## src/rtl/case_code_tracker.sv

```systemverilog
// Consumer-side phase tracker for the counter/case code stream.
// Locks on unambiguous code edges and reconstructs the generator counter.
module case_code_tracker #(
    parameter int          WIDTH  = 8,
    parameter logic [7:0]  CODE_A = 8'd10,
    parameter logic [7:0]  CODE_B = 8'd20,
    parameter logic [7:0]  CODE_C = 8'd30
) (
    input  logic             clock,
    input  logic             reset,
    input  logic             code_valid,
    input  logic [7:0]       code_in,
    output logic             locked,
    output logic             cnt_valid,
    output logic [WIDTH-1:0] cnt_out,
    output logic             mismatch,
    output logic [15:0]      err_count
);

    typedef enum logic {
        SEARCH = 1'b0,
        LOCKED = 1'b1
    } state_t;

    state_t           state_q;
    logic [7:0]       prev_code_q;
    logic             prev_vld_q;
    logic [WIDTH-1:0] expect_q;
    logic             locked_q;
    logic             cnt_valid_q;
    logic [WIDTH-1:0] cnt_out_q;
    logic             mismatch_q;
    logic [15:0]      err_count_q;

    logic             is_a;
    logic             is_b;
    logic             is_c;
    logic             legal;
    logic             prev_a;
    logic             prev_b;
    logic             prev_c;
    logic             lock_hit;
    logic [WIDTH-1:0] lock_val;
    logic             pred_a;
    logic             pred_b;
    logic             pred_c;
    logic             pred_ok;
    logic [WIDTH-1:0] expect_d;
    logic [WIDTH-1:0] lock_expect_d;
    logic [15:0]      err_count_d;

    assign is_a  = (code_in == CODE_A);
    assign is_b  = (code_in == CODE_B);
    assign is_c  = (code_in == CODE_C);
    assign legal = is_a | is_b | is_c;

    assign prev_a = prev_vld_q && (prev_code_q == CODE_A);
    assign prev_b = prev_vld_q && (prev_code_q == CODE_B);
    assign prev_c = prev_vld_q && (prev_code_q == CODE_C);

    // Only edges that pin the phase uniquely; A->A and C->C are ambiguous.
    always_comb begin
        lock_hit = 1'b0;
        lock_val = '0;
        unique case (1'b1)
            (is_a && prev_c): begin
                lock_hit = 1'b1;
                lock_val = WIDTH'(0);
            end
            (is_b && prev_a): begin
                lock_hit = 1'b1;
                lock_val = WIDTH'(3);
            end
            (is_c && prev_b): begin
                lock_hit = 1'b1;
                lock_val = WIDTH'(4);
            end
            default: ;
        endcase
    end

    assign pred_a  = (expect_q <= WIDTH'(2));
    assign pred_b  = (expect_q == WIDTH'(3));
    assign pred_c  = !pred_a && !pred_b;
    assign pred_ok = (pred_a && is_a) || (pred_b && is_b) || (pred_c && is_c);

    assign expect_d      = expect_q + WIDTH'(1);
    assign lock_expect_d = lock_val + WIDTH'(1);
    assign err_count_d   = (err_count_q == 16'hFFFF) ? err_count_q
                                                     : err_count_q + 16'd1;

    always_ff @(posedge clock) begin
        if (reset) begin
            state_q     <= SEARCH;
            prev_code_q <= '0;
            prev_vld_q  <= 1'b0;
            expect_q    <= '0;
            locked_q    <= 1'b0;
            cnt_valid_q <= 1'b0;
            cnt_out_q   <= '0;
            mismatch_q  <= 1'b0;
            err_count_q <= '0;
        end else begin
            cnt_valid_q <= 1'b0;
            mismatch_q  <= 1'b0;
            if (code_valid) begin
                unique case (state_q)
                    SEARCH: begin
                        prev_code_q <= code_in;
                        prev_vld_q  <= legal;
                        if (lock_hit) begin
                            state_q     <= LOCKED;
                            locked_q    <= 1'b1;
                            cnt_out_q   <= lock_val;
                            cnt_valid_q <= 1'b1;
                            expect_q    <= lock_expect_d;
                        end
                    end
                    LOCKED: begin
                        if (pred_ok) begin
                            cnt_out_q   <= expect_q;
                            cnt_valid_q <= 1'b1;
                            expect_q    <= expect_d;
                        end else begin
                            // The offending sample may itself seed a relock.
                            mismatch_q  <= 1'b1;
                            err_count_q <= err_count_d;
                            state_q     <= SEARCH;
                            locked_q    <= 1'b0;
                            prev_code_q <= code_in;
                            prev_vld_q  <= legal;
                        end
                    end
                    default: state_q <= SEARCH;
                endcase
            end
        end
    end

    assign locked    = locked_q;
    assign cnt_valid = cnt_valid_q;
    assign cnt_out   = cnt_out_q;
    assign mismatch  = mismatch_q;
    assign err_count = err_count_q;

endmodule
```

## config.mk

```make
export PLATFORM = sky130hd
export DESIGN_NAME = case_code_tracker
export DESIGN_NICKNAME = d
export VERILOG_FILES = /design/src/rtl/case_code_tracker.sv
export SDC_FILE = /design/constraint.sdc
export NUM_CORES = 1
export LEC_CHECK = 0
export BUFFER_PORTS_ARGS = -buffer_cell sky130_fd_sc_hd__clkbuf_2
export CAP_MARGIN = 20
export CORE_MARGIN = 2
export CORE_UTILIZATION = 60
export DETAILED_ROUTE_END_ITERATION = 16
export GPL_ROUTABILITY_DRIVEN = 0
export PLACE_DENSITY = 0.84
export SYNTH_ARGS = -nofsm -noshare
export SYNTH_HDL_FRONTEND = slang
export SYNTH_SLANG_ARGS = --single-unit
```

## constraint.sdc

```tcl
create_clock -name clock -period 6 [get_ports clock]
set_clock_uncertainty 0.15 [all_clocks]
set_input_delay 0.3 -clock clock [delete_from_list [all_inputs] [get_ports clock]]
set_output_delay 0.3 -clock clock [all_outputs]
set_load 0.05 [all_outputs]
```

==> reports/summary.txt <==
================================================================================
Fraction of registers with async set or reset after synthesis                 0%
Detail Placement HPWL                                                    3850 um
Dominant register cell in the synthesized netlist                        dfxtp_1
Required time at the endpoint of the critical path                       6050 ps
Wire length of the first global-routing pass                             8910 um
Horiz. Die Dim                                                           67.5 um
Layout Area Growth over Synthesis                                          12.3%
Layout cell share with drive strength beyond 1                             20.4%
Number of global-route vias before repair                                   1967
Clock period minus final worst setup slack                               2990 ps
Total number of yosys warnings                                                 0
Buf+Inv Stages, Crit Path                                                      1
Max VDD drop                                                            0.185 mV
Commonest cells after routing, fill and taps aside                  dfxtp_1 (45), clkbuf_2 (37), nor2_1 (24), a21oi_1 (24), o21ai_0 (23)
Final count of pins violating max slew                                         0
Initial cell density of the core                                           61.3%
Final hold vios                                                                0
First drt pass iteration count                                                 4
Aggregate global-route resource usage                                      25.6%
Max cap viols                                                                  0
Clk sinks                                                                     45
Number of buffers added to fix hold violations after cts                       0
Clock tree from TritonCTS                                                  built
Share of the clock period used by the worst path after layout              49.9%
Fill cell instance count of the final layout                                 334
Maximum cell stage delay along the critical path                          730 ps
Worst-Skew Late Latency                                                   300 ps
Top cell family by delay on the critical path                       simple AND/OR/NAND/NOR gates
Grt ovf                                                                        0
Via-per-instance ratio                                                      6.19
Reg clk slew, reported paths                                               90 ps
Number of top-level design ports                                              38
Relative slew margins                                                      40.2%
Commonest non-fill, non-tap cell in the layout                           dfxtp_1
Avg WL per Cell                                                          14.9 um
Number of antenna cells inserted                                               0
Sum of negative setup slack                                                 0 ps
Nature of the critical path startpoint                                 flip-flop
Part of the Yosys area used for sequential elements                        37.3%
H-tree depth                                                                   2
Cells after Synth                                                            285
PortBufs                                                                      37
Category of the worst setup path capture point                         flip-flop
Number of enable-type register cells in the synthesized netlist                0
Worst-margin pin slew                                                     897 ps
Static Leak                                                             0.963 nW
Chip Height                                                              67.5 um
Areal power density over the cells                                    208 mW/mm2
Mapped Area                                                          0.00242 mm2
Postcts setup bufs                                                             0
Setup repair after global routing missed its margin                        false
DRC errors left                                                                0
Site row count                                                                23
DRC marker count from the first detailed-route iteration                     237
Count of vias placed by the detailed router                                 2277
CP cell instances                                                   inv_1 > nor2_1 > nand4_2 > nor4_1 > mux2_2
Post-synthesis register bit count                                             45
Post-layout nets                                                             333
Overall die area                                                     0.00455 mm2
Worst-case clock buffer depth                                                  2
Final Util                                                                 68.8%
Critical-path cell with the highest stage delay                          dfxtp_1
Max FO, Critical Path                                                         23
CTS root buffer                                                         clkbuf_8
Cell variety after synth                                                      54
Final WL                                                                 5480 um
Number of buffers created by CTS                                               5
Net count of the mapped netlist                                              301
Slack of the worst reg-to-reg path                                       3010 ps
Outcome                                                             finished, final reports clean
Pin count of the biggest net entering global routing                          45
Synthesized area divided by synthesized cell count                      8.48 um2
Number of antenna violations at the first check in global routing              0
Detail Route Antenna Nets                                                      0
Class of the tightest hold or removal check                               in2reg
CTS resizes                                                                    0
Maximum achievable frequency                                           0.334 GHz
Critical path arrival                                                    3040 ps
Setup violators final                                                          0
Core area                                                            0.00394 mm2
Crit Path Class                                                          reg2reg
================================================================================
[tightest hold or removal path: stages]
cell	delay (ps)
clkbuf_2	100
nand3_1	70
a21oi_1	60
[cell usage after synthesis (8+ instances only)]
library cell / number / share of area, %
clkbuf_1: 8 / 1.2
nor2_1: 24 / 3.7
nand4_1: 9 / 2.3
nor2b_1: 9 / 2.3
inv_1: 9 / 1.4
or3_1: 10 / 2.6
dfxtp_1: 45 / 37
nand2_1: 21 / 3.3
a21oi_1: 24 / 5.0
o21ai_0: 23 / 4.8
nand3_1: 21 / 4.4
[where the power goes]
part | internal [mW] | switching, mW | total (mW)
combinational | 0.00866 | 0.0178 | 0.0264
sequential | 0.302 | 0.00325 | 0.305
clock | 0.125 | 0.107 | 0.232
total | 0.435 | 0.128 | 0.564
[routing by layer]
| layer | track usage (%) | vias to the layer above | share of wire (%) |
|---|---|---|---|
| met1 | 32.7 | 1070 | 43 |
| li1 | - | 1135 | - |
| met5 | 0 | - | 0 |
| met3 | 4.67 | 7 | 5.1 |
| met2 | 43.3 | 65 | 51 |
| met4 | 8.93 | 0 | 1.3 |
[final cells by class]
type / instances / area (um2) / share of cell area, %
inverters: 9 / 33.8 / 1.24
clock inverters: 2 / 38.8 / 1.43
repair buffers: 37 / 185 / 6.82
clock buffers: 6 / 72.6 / 2.67
multi-input cells: 219 / 1420 / 52.3
flip-flops and latches: 45 / 901 / 33.2
well taps: 50 / 62.6 / 2.31
[final timing paths]
path | from | endpoint | cells after the start
max | state_q | err_count[15] | 5
min reg2reg | cnt_out[3] | cnt_out[3] | 2
min | code_in[1] | prev_code_q[1] | 3
max reg2reg | state_q | err_count[15] | 5
[registers in the layout, summed over array words and instances, names as in the netlist]
signal / flops
mismatch: 1
cnt_valid: 1
state_q: 1
prev_code_q: 8
expect_q: 8
cnt_out: 8
prev_vld_q: 1
err_count: 16
locked: 1
[cell families after synthesis]
| family | Yosys count | synth area share, % |
|---|---|---|
| flops | 45 | 37.3 |
| xor+xnor | 3 | 1.09 |
| mux | 7 | 3.11 |
| simple gates | 123 | 29.8 |
| buf+inv | 21 | 3.94 |
| fa+ha+maj | 5 | 2.59 |
| compound gates | 81 | 22.2 |
[per-stage QoR]
stage	setup slack, ps	total power, mW	instance area [um2]	hold WS [ps]	instances
floorplan	3570	0.327	2420	298	285
global placement	3250	0.337	2600	291	360
detailed placement	3150	0.338	2600	294	360
CTS	3020	0.564	2710	123	368
global route	2730	0.582	2710	141	368
finish	3010	0.564	2710	125	368
Note: power is estimated with default switching activity, not from simulation.
